<file path="src/rtl/mem_checker_pkg.sv">
// Shared types for the memory checker.
//   ADDR_W / DATA_W : Avalon address and data widths
//   cmp_struct_t    : compare FIFO entry, packed {addr, data}
//   rd_cmp_state_t  : read/compare sequencer states
package mem_checker_pkg;

    localparam int ADDR_W = 32;
    localparam int DATA_W = 32;

    typedef struct packed {
        logic [ADDR_W-1:0] addr;
        logic [DATA_W-1:0] data;
    } cmp_struct_t;

    typedef enum logic {
        IDLE = 1'b0,
        REQ  = 1'b1
    } rd_cmp_state_t;

endpackage

</file>
<file path="src/rtl/rd_cmp_wdog.sv">
// Read-return watchdog for rd_cmp_ctrl.
// Down-counter reloaded by kick_i; timeout_o becomes sticky when the count
// expires and is only cleared by clear_i (or reset).
//   clk_i, rst_n_i : clock, async active-low reset
//   kick_i         : reload the counter (return seen, or nothing in flight)
//   clear_i        : clear the sticky flag
//   timeout_o      : sticky watchdog flag
module rd_cmp_wdog #(
    parameter int TIMEOUT_CYCLES = 1024
) (
    input  logic clk_i,
    input  logic rst_n_i,
    input  logic kick_i,
    input  logic clear_i,
    output logic timeout_o
);

    localparam int CNT_W = $clog2(TIMEOUT_CYCLES + 1);
    localparam logic [CNT_W-1:0] LOAD = CNT_W'(TIMEOUT_CYCLES);

    logic [CNT_W-1:0] cnt_q;

    always_ff @(posedge clk_i or negedge rst_n_i) begin
        if (!rst_n_i) begin
            cnt_q     <= LOAD;
            timeout_o <= 1'b0;
        end else begin
            if (kick_i) begin
                cnt_q <= LOAD;
            end else if (cnt_q != '0) begin
                cnt_q <= cnt_q - 1'b1;
            end
            // Last decrement is the TIMEOUT_CYCLES-th unkicked cycle.
            if (clear_i) begin
                timeout_o <= 1'b0;
            end else if (!kick_i && cnt_q == CNT_W'(1)) begin
                timeout_o <= 1'b1;
            end
        end
    end

endmodule

</file>
<file path="src/rtl/rd_cmp_ctrl.sv">
// Read-and-compare sequencer for the memory checker.
// Issues read commands on an Avalon-MM read port, pushes {addr, expected data}
// into an external compare FIFO (2**AWIDTH deep, registered q), pops it when
// read data returns and reports mismatches. Owns the FIFO credit count.
// Optional watchdog: define RD_CMP_TIMEOUT_EN to build rd_cmp_wdog; otherwise
// timeout_o is tied low.
//   cmd_*        : command in (valid/ready, address, expected data)
//   mem_*        : Avalon-MM read master
//   fifo_*       : compare FIFO control/data (FIFO lives beside this block)
//   clear_i      : clears err_cnt_o, orphan_o, timeout_o
//   outstanding_o: entries in flight
//   err_*        : mismatch pulse, address and saturating count
//   orphan_o     : sticky, data returned with nothing outstanding
//   timeout_o    : sticky watchdog flag
//
// state | meaning
// IDLE  | ready for a command when credit is available
// REQ   | read request on Avalon, held until waitrequest drops
module rd_cmp_ctrl
    import mem_checker_pkg::*;
#(
    parameter int AWIDTH         = 4,
    parameter int ERR_CNT_W      = 16,
    parameter int TIMEOUT_CYCLES = 1024
) (
    input  logic                 clk_i,
    input  logic                 rst_n_i,
    input  logic                 cmd_valid_i,
    output logic                 cmd_ready_o,
    input  logic [ADDR_W-1:0]    cmd_addr_i,
    input  logic [DATA_W-1:0]    cmd_data_i,
    output logic                 mem_read_o,
    output logic [ADDR_W-1:0]    mem_address_o,
    input  logic                 mem_waitrequest_i,
    input  logic                 mem_readdatavalid_i,
    input  logic [DATA_W-1:0]    mem_readdata_i,
    output logic                 fifo_srst_o,
    output logic                 fifo_wrreq_o,
    output cmp_struct_t          fifo_data_o,
    output logic                 fifo_rdreq_o,
    input  cmp_struct_t          fifo_q_i,
    input  logic                 clear_i,
    output logic [AWIDTH:0]      outstanding_o,
    output logic                 err_valid_o,
    output logic [ADDR_W-1:0]    err_addr_o,
    output logic [ERR_CNT_W-1:0] err_cnt_o,
    output logic                 orphan_o,
    output logic                 timeout_o
);

    localparam logic [AWIDTH:0] DEPTH = {1'b1, {AWIDTH{1'b0}}};

    rd_cmp_state_t     state_q, state_d;
    logic [1:0]        srst_sync;
    logic              can_accept;
    logic              accept;
    logic              pop;
    logic              cmp_pending;
    logic [DATA_W-1:0] rd_data_q;
    logic              mismatch;

    // FIFO reset is released two edges after rst_n_i so the FIFO sees at
    // least one full clock of synchronous reset.
    always_ff @(posedge clk_i or negedge rst_n_i) begin
        if (!rst_n_i) begin
            srst_sync <= 2'b00;
        end else begin
            srst_sync <= {srst_sync[0], 1'b1};
        end
    end
    assign fifo_srst_o = ~srst_sync[1];

    assign can_accept = (outstanding_o < DEPTH) && !fifo_srst_o && !timeout_o;

    always_comb begin
        state_d     = state_q;
        cmd_ready_o = 1'b0;
        mem_read_o  = 1'b0;
        unique case (state_q)
            IDLE: begin
                cmd_ready_o = can_accept;
                if (cmd_valid_i && can_accept) begin
                    state_d = REQ;
                end
            end
            REQ: begin
                mem_read_o = 1'b1;
                if (!mem_waitrequest_i) begin
                    state_d = IDLE;
                end
            end
            default: state_d = IDLE;
        endcase
    end

    assign accept       = cmd_valid_i && cmd_ready_o;
    assign pop          = mem_readdatavalid_i && (outstanding_o != '0);
    assign fifo_wrreq_o = accept;
    assign fifo_data_o  = '{addr: cmd_addr_i, data: cmd_data_i};
    assign fifo_rdreq_o = pop;

    // FIFO q is valid the cycle after the pop, alongside the registered data.
    assign mismatch = cmp_pending && (fifo_q_i.data != rd_data_q);

    always_ff @(posedge clk_i or negedge rst_n_i) begin
        if (!rst_n_i) begin
            state_q       <= IDLE;
            mem_address_o <= '0;
            outstanding_o <= '0;
            rd_data_q     <= '0;
            cmp_pending   <= 1'b0;
            err_valid_o   <= 1'b0;
            err_addr_o    <= '0;
            err_cnt_o     <= '0;
            orphan_o      <= 1'b0;
        end else begin
            state_q <= state_d;
            if (accept) begin
                mem_address_o <= cmd_addr_i;
            end
            unique case ({accept, pop})
                2'b10:   outstanding_o <= outstanding_o + 1'b1;
                2'b01:   outstanding_o <= outstanding_o - 1'b1;
                default: ;
            endcase
            cmp_pending <= pop;
            if (pop) begin
                rd_data_q <= mem_readdata_i;
            end
            err_valid_o <= mismatch;
            if (mismatch) begin
                err_addr_o <= fifo_q_i.addr;
            end
            if (clear_i) begin
                err_cnt_o <= '0;
            end else if (mismatch && (err_cnt_o != '1)) begin
                err_cnt_o <= err_cnt_o + 1'b1;
            end
            if (clear_i) begin
                orphan_o <= 1'b0;
            end else if (mem_readdatavalid_i && (outstanding_o == '0)) begin
                orphan_o <= 1'b1;
            end
        end
    end

`ifdef RD_CMP_TIMEOUT_EN
    rd_cmp_wdog #(
        .TIMEOUT_CYCLES(TIMEOUT_CYCLES)
    ) u_wdog (
        .clk_i    (clk_i),
        .rst_n_i  (rst_n_i),
        .kick_i   (mem_readdatavalid_i || (outstanding_o == '0)),
        .clear_i  (clear_i),
        .timeout_o(timeout_o)
    );
`else
    assign timeout_o = 1'b0;
`endif

endmodule
</file>
<file path="config.mk">
export PLATFORM = sky130hd
export DESIGN_NAME = rd_cmp_ctrl
export DESIGN_NICKNAME = d
export VERILOG_FILES = /design/src/rtl/mem_checker_pkg.sv /design/src/rtl/rd_cmp_wdog.sv /design/src/rtl/rd_cmp_ctrl.sv
export SDC_FILE = /design/constraint.sdc
export NUM_CORES = 1
export LEC_CHECK = 0
export BUFFER_PORTS_ARGS = -buffer_cell sky130_fd_sc_hd__buf_2
export CAP_MARGIN = 30
export CORE_AREA = 2 2 125 127
export DETAILED_ROUTE_END_ITERATION = 8
export DIE_AREA = 0 0 127 129
export PLACE_DENSITY = 0.82
export RECOVER_POWER = 25
export SETUP_SLACK_MARGIN = 0.4
export SLEW_MARGIN = 20
export SYNTH_ARGS = -nofsm -noshare
export SYNTH_HDL_FRONTEND = slang
export SYNTH_SLANG_ARGS = --single-unit
</file>
<file path="constraint.sdc">
create_clock -name clk_i -period 3.6 [get_ports clk_i]
set_input_delay 0.36 -clock clk_i [delete_from_list [all_inputs] [get_ports clk_i]]
set_output_delay 0.36 -clock clk_i [all_outputs]
set_load 0.01 [all_outputs]
</file>
# == Yosys cells after proc, flatten, opt, wreduce, memory -nomap -nowiden ==
# Index checks and enable logic that the tools add are counted.
# word_totals
reg_bits,123
word_cells,42
inputBits,166
output_inout_bits,157
# op_classes
n_addsub,3
n_eq_ne,4
n_reduce_logical,12
n_mux,10
n_lt_le_gt_ge,1
bitwise_logic,2
# op_table
operator,count
two-way mux 16 bit,2
inequality test 32 bit,1
adder 16 x 1 -> 16 bit (second input constant),1
inequality test 16 bit (second input constant),1
one-hot mux 5 bit (2 select lines),1
logical AND 1 bit,7
two-way mux 1 bit,6
nonzero test 2 bit,3
adder 5 x 1 -> 5 bit (second input constant),1
logical NOT 5 bit,1
less-than comparator 5 bit (second input constant),1
nonzero test 5 bit,1
subtractor 5 x 1 -> 5 bit (second input constant),1
equality test 2 x 1 -> 1 bit (second input constant),1
equality test 2 bit (second input constant),1
NOT 1 bit,2
one-hot mux 1 bit (2 select lines),1

# == Depth between registers and ports, before layout ==
# depth
ltp_word,6
depth_mapped,15

# == Worst setup path after synthesis ==
# Ideal clock, no wire load.
# synth_path
path_kind,register to register
startpoint,reg outstanding_o[0]
endpoint,reg outstanding_o[4]
stages_incl_launch_ff,14
path_buffers,1
t_arrival_ps,2784
setup_time_ps,127
path_slack_ps,689
cell_sequence,dfrtp_1 -> or4_1 -> o21ai_2 -> inv_2 -> clkbuf_1 -> ha_1 -> inv_1 -> fa_1 -> inv_1 -> a21o_1 -> a21oi_1 -> xnor2_1 -> nor2_1 -> xor2_1
# synth_between
elab_cells_between_ends,12
classes_between,add/sub: 2; order compare: 1; eq/ne: 2; mux: 2; reduce/logical: 5
# synth_lines
element,line_no,source
start: declaration,rd_cmp_ctrl.sv:43,"output logic [AWIDTH:0] outstanding_o,"
start signal: assignment,rd_cmp_ctrl.sv:122,2'b10: outstanding_o <= outstanding_o + 1'b1;
start signal: assignment,rd_cmp_ctrl.sv:123,2'b01: outstanding_o <= outstanding_o - 1'b1;
nonzero test 5 bit (*),rd_cmp_ctrl.sv:97,assign pop = mem_readdatavalid_i && (outstanding_o != '0);
logical AND 1 bit (*),rd_cmp_ctrl.sv:97,
net fifo_rdreq_o,rd_cmp_ctrl.sv:40,"output logic fifo_rdreq_o,"
equality test 2 x 1 -> 1 bit / equality test 2 bit (equally long branches),rd_cmp_ctrl.sv:121,"unique case ({accept, pop})"
one-hot mux 5 bit (2 select lines) / nonzero test 2 bit (equally long branches),n/a,
# Mark *: on every way through the listed nets, which the timed path passes. The rest lies on a longest branch.
# A chain may end at the register's enable or synchronous reset.

# == Final worst setup path ==
# layout_path
startpoint,reg outstanding_o[0]
endpoint,reg outstanding_o[4]
# layout_between
elab_chain_len,6
elab_cells_between_ends,12
classes_between,add/sub: 2; order compare: 1; eq/ne: 2; mux: 2; reduce/logical: 5
# layout_lines
element,line_no,source
less-than comparator 5 bit,rd_cmp_ctrl.sv:73,assign can_accept = (outstanding_o < DEPTH) && !fifo_srst_o && !timeout_o;
logical AND 1 bit,rd_cmp_ctrl.sv:73,
two-way mux 1 bit,rd_cmp_ctrl.sv:79,unique case (state_q)
logical AND 1 bit,rd_cmp_ctrl.sv:96,assign accept = cmd_valid_i && cmd_ready_o;
equality test 2 x 1 -> 1 bit / equality test 2 bit (equally long branches),rd_cmp_ctrl.sv:121,
one-hot mux 5 bit (2 select lines) / nonzero test 2 bit (equally long branches),n/a,
# Several ways; a longest one is shown, not always the timed one.

==> impl_metrics.ini <==
[clock_network]
clkSinkCount = 123
clk_latency_ns = 0.41
clockBufferDepth = 2
clkTransAtPathRegs_ns = 0.06
cts_tree = yes
htree_levels = 4
postCtsResizedCells = 0
numCtsBuffers = 17
clock-root-buffer = clkbuf_16

[synth]
ys_warn_count = 0
ys_types = 40
synth_seq_cells = 123
ys_seq_area_share_pct = 51.9
synthesis.nets = 711
syn_area_per_cell_sq_um = 11.0
synth_cells = 539
syn_area_sq_mm = 0.00593

[detailed_routing]
routed_wl_um = 13600
viasPerCell = 4.61
first_pass_iters = 4
wl_per_cell_um = 14.4
drt_iter0_drc = 171
route.detailed.drc = 0
via_count = 4337
antenna_left = 0

[timing]
max-slew-margin-rel_pct = -26.4
fin_skew_ns = 0.00611
finalSetupViolations = 0
rsz0062_at_grt = false
clock.fmax_mhz = 354
slew_violations = 34
finalCritPeriodShare_pct = 78.4
min_period_ns = 2.82
setup_tns_ns = 0
hold_violations = 0
tightest_slew_ns = 1.90

[global_routing]
grt-busiest-layer = met2
use_met3_pct = 4.91
grt_pass1_vias = 4246
grt_overflow_total = 0
met2_usage_pct = 27.7
gr-usage-all-layers_pct = 16.4
antenna_found_initial = 1
grt_first_pass_wirelength_um = 21000
grt_max_degree = 59
met1_usage_pct = 19.8

[final_layout]
post_layout_nonfiller_instances = 940
nNetsFinal = 910
area_growth_pct = 26.3
utilization_pct = 50.0
final_common_cell = buf_2
drive_above_1_share_pct = 44.9
mostFrequentLayoutCells = buf_2, dfrtp_1, nand2_1

[place]
portBuffers = 257
post-place-cells = 906
dp_hpwl_um = 10100
gp_congestion = 0.800

[setup_path]
critPathSlowestCell = or4_1
crit_chain = or4_1 -> o21ai_2 -> inv_2 -> ha_1 -> inv_1 -> fa_1 -> inv_1 -> a21o_1 -> a21oi_1 -> xnor2_1 -> nor2_1 -> xor2_1
path_common_cell = inv_1
crit_arrival_ns = 3.11
reg2reg_from = outstanding_o[0]
endpoint_kind = flip-flop
crit_start = outstanding_o[0]
cpPeakStageDelay_ns = 0.58
crit_required_ns = 3.89
critical_path_buf_inv_count = 3
start_kind = flip-flop
critPathKind = reg -> reg
cp_top_family = simple AND/OR/NAND/NOR gates
crit_fanout = 5

[pwr]
p_leak_nw = 3.75
power_mw = 5.18
vdd_drop_max_mv = 0.396
power_density_mw_per_mm2 = 691

[floorplan]
rows = 45
initial_core_util_pct = 39.6
dieArea_sq_mm = 0.0164
die_h_um = 129
die_w_um = 127
io_pins = 323
fp.coreArea_sq_mm = 0.0150

[hold_path]
hold_class = in -> reg
min_from = mem_readdata_i[31]

[run]
maxCapViolations = 1

[run_status]
status = complete, but fails checks
violations = max-capacitance violations, max-slew violations
==> layer usage <==
layer | vias to the layer above | part of all wire (%)
met5 | - | 0
met4 | 0 | 1.7
met3 | 23 | 5.5
met2 | 144 | 52
met1 | 2047 | 41
li1 | 2123 | -
==> flip-flops by register name, summed over array words and instances (netlist names) <==
signal / flops
mem_address_o: 32
err_valid_o: 1
cmp_pending: 1
srst_sync: 2
state_q: 1
rd_data_q: 32
err_cnt_o: 16
orphan_o: 1
outstanding_o: 5
err_addr_o: 32
==> kinds of logic after synthesis <==
logic type,Yosys count,share of synthesized area [%]
compound gates,20,2.00
xor+xnor,37,5.46
fa+ha+maj,6,1.39
buf+inv,95,11.0
flops,123,51.9
mux,75,14.3
other cells,2,0.127
simple gates,181,13.9
==> cells in the mapped netlist <==
cell / n / area [sq um]
nand4_1: 11 / 68.8
buf_12: 1 / 20.0
buf_4: 68 / 510
nand2_2: 1 / 6.26
nor2_4: 1 / 11.3
fa_1: 1 / 20.0
a31o_1: 1 / 8.76
nor4_2: 1 / 12.5
a21oi_1: 8 / 40.0
nand3_1: 6 / 30.0
or4b_1: 1 / 10.0
o21ai_2: 1 / 8.76
buf_6: 2 / 22.5
ha_1: 5 / 62.6
or3_1: 4 / 25.0
nor2_1: 15 / 56.3
nor4_1: 1 / 6.26
or4_1: 2 / 15.0
a21o_1: 2 / 15.0
nand4_2: 1 / 12.5
xnor2_1: 34 / 298
dfrtp_1: 123 / 3080
o21bai_1: 1 / 7.51
conb_1: 2 / 7.51
xor2_1: 3 / 26.3
inv_2: 1 / 3.75
nor3_1: 9 / 45.0
clkbuf_1: 7 / 26.3
mux2_4: 1 / 15.0
mux2_2: 71 / 800
buf_2: 6 / 30.0
nand2_1: 109 / 409
mux2i_1: 2 / 20.0
and2_1: 3 / 18.8
and3_1: 7 / 43.8
nor2b_1: 9 / 56.3
o21ai_0: 6 / 30.0
mux2_1: 1 / 11.3
inv_1: 10 / 37.5
o41ai_1: 1 / 8.76
==> area by class of cell <==
type                       instances  area (sq um)
fill                            1387          7480
sequential                       123          3080
multi-input combinational        321          2210
timing repair buffer             264          1310
clock buffer                      21           450
tap                              188           235
clock inverter                    11           169
inverter                          11          41.3
antenna                            1          2.50
==> final timing paths <==
check | slack (ns) | cells past startpoint | endpoint
worst min register to register | 0.37 | 0 | srst_sync[1]
worst max-delay path | 0.78 | 12 | outstanding_o[4]
max in group asynchronous | 1.27 | 3 | rd_data_q[4]
min in group asynchronous | 1.02 | 2 | mem_address_o[20]
worst min-delay path | 0.14 | 3 | rd_data_q[31]
worst max register to register | 0.78 | 12 | outstanding_o[4]
==> power breakdown <==
part | switching, mW | internal, mW | total [mW] | leakage (nW)
registers | 0.226 | 1.77 | 1.99 | 1.50
logic | 0.702 | 0.703 | 1.41 | 1.95
clock network | 0.606 | 1.18 | 1.78 | 0.301
total | 1.53 | 3.65 | 5.18 | 3.75
==> worst min-delay path: cells and delay by family <==
family                 cells  cell delay (ns)
and+or+nand+nor            2             0.08
buffers and inverters      1             0.07
==> stage by stage <==
stage,worst slack (ns),hold WS [ns],area [sq um]
6_report,0.776,0.141,7490
5_1_grt,0.652,0.125,7490
4_1_cts,0.772,0.120,7540
3_5_place_dp,0.952,0.342,6910
3_3_place_gp,1.06,0.331,6910
2_1_floorplan,0.689,0.0644,5930
==> timing repair <==
| item | 4_1_cts | 5_1_grt |
|---|---|---|
| hold endpoints to repair | 32 | 0 |
| hold buffers | 1 | 0 |
| setup buffers | 0 | 0 |
(Power assumes the default switching activity.)
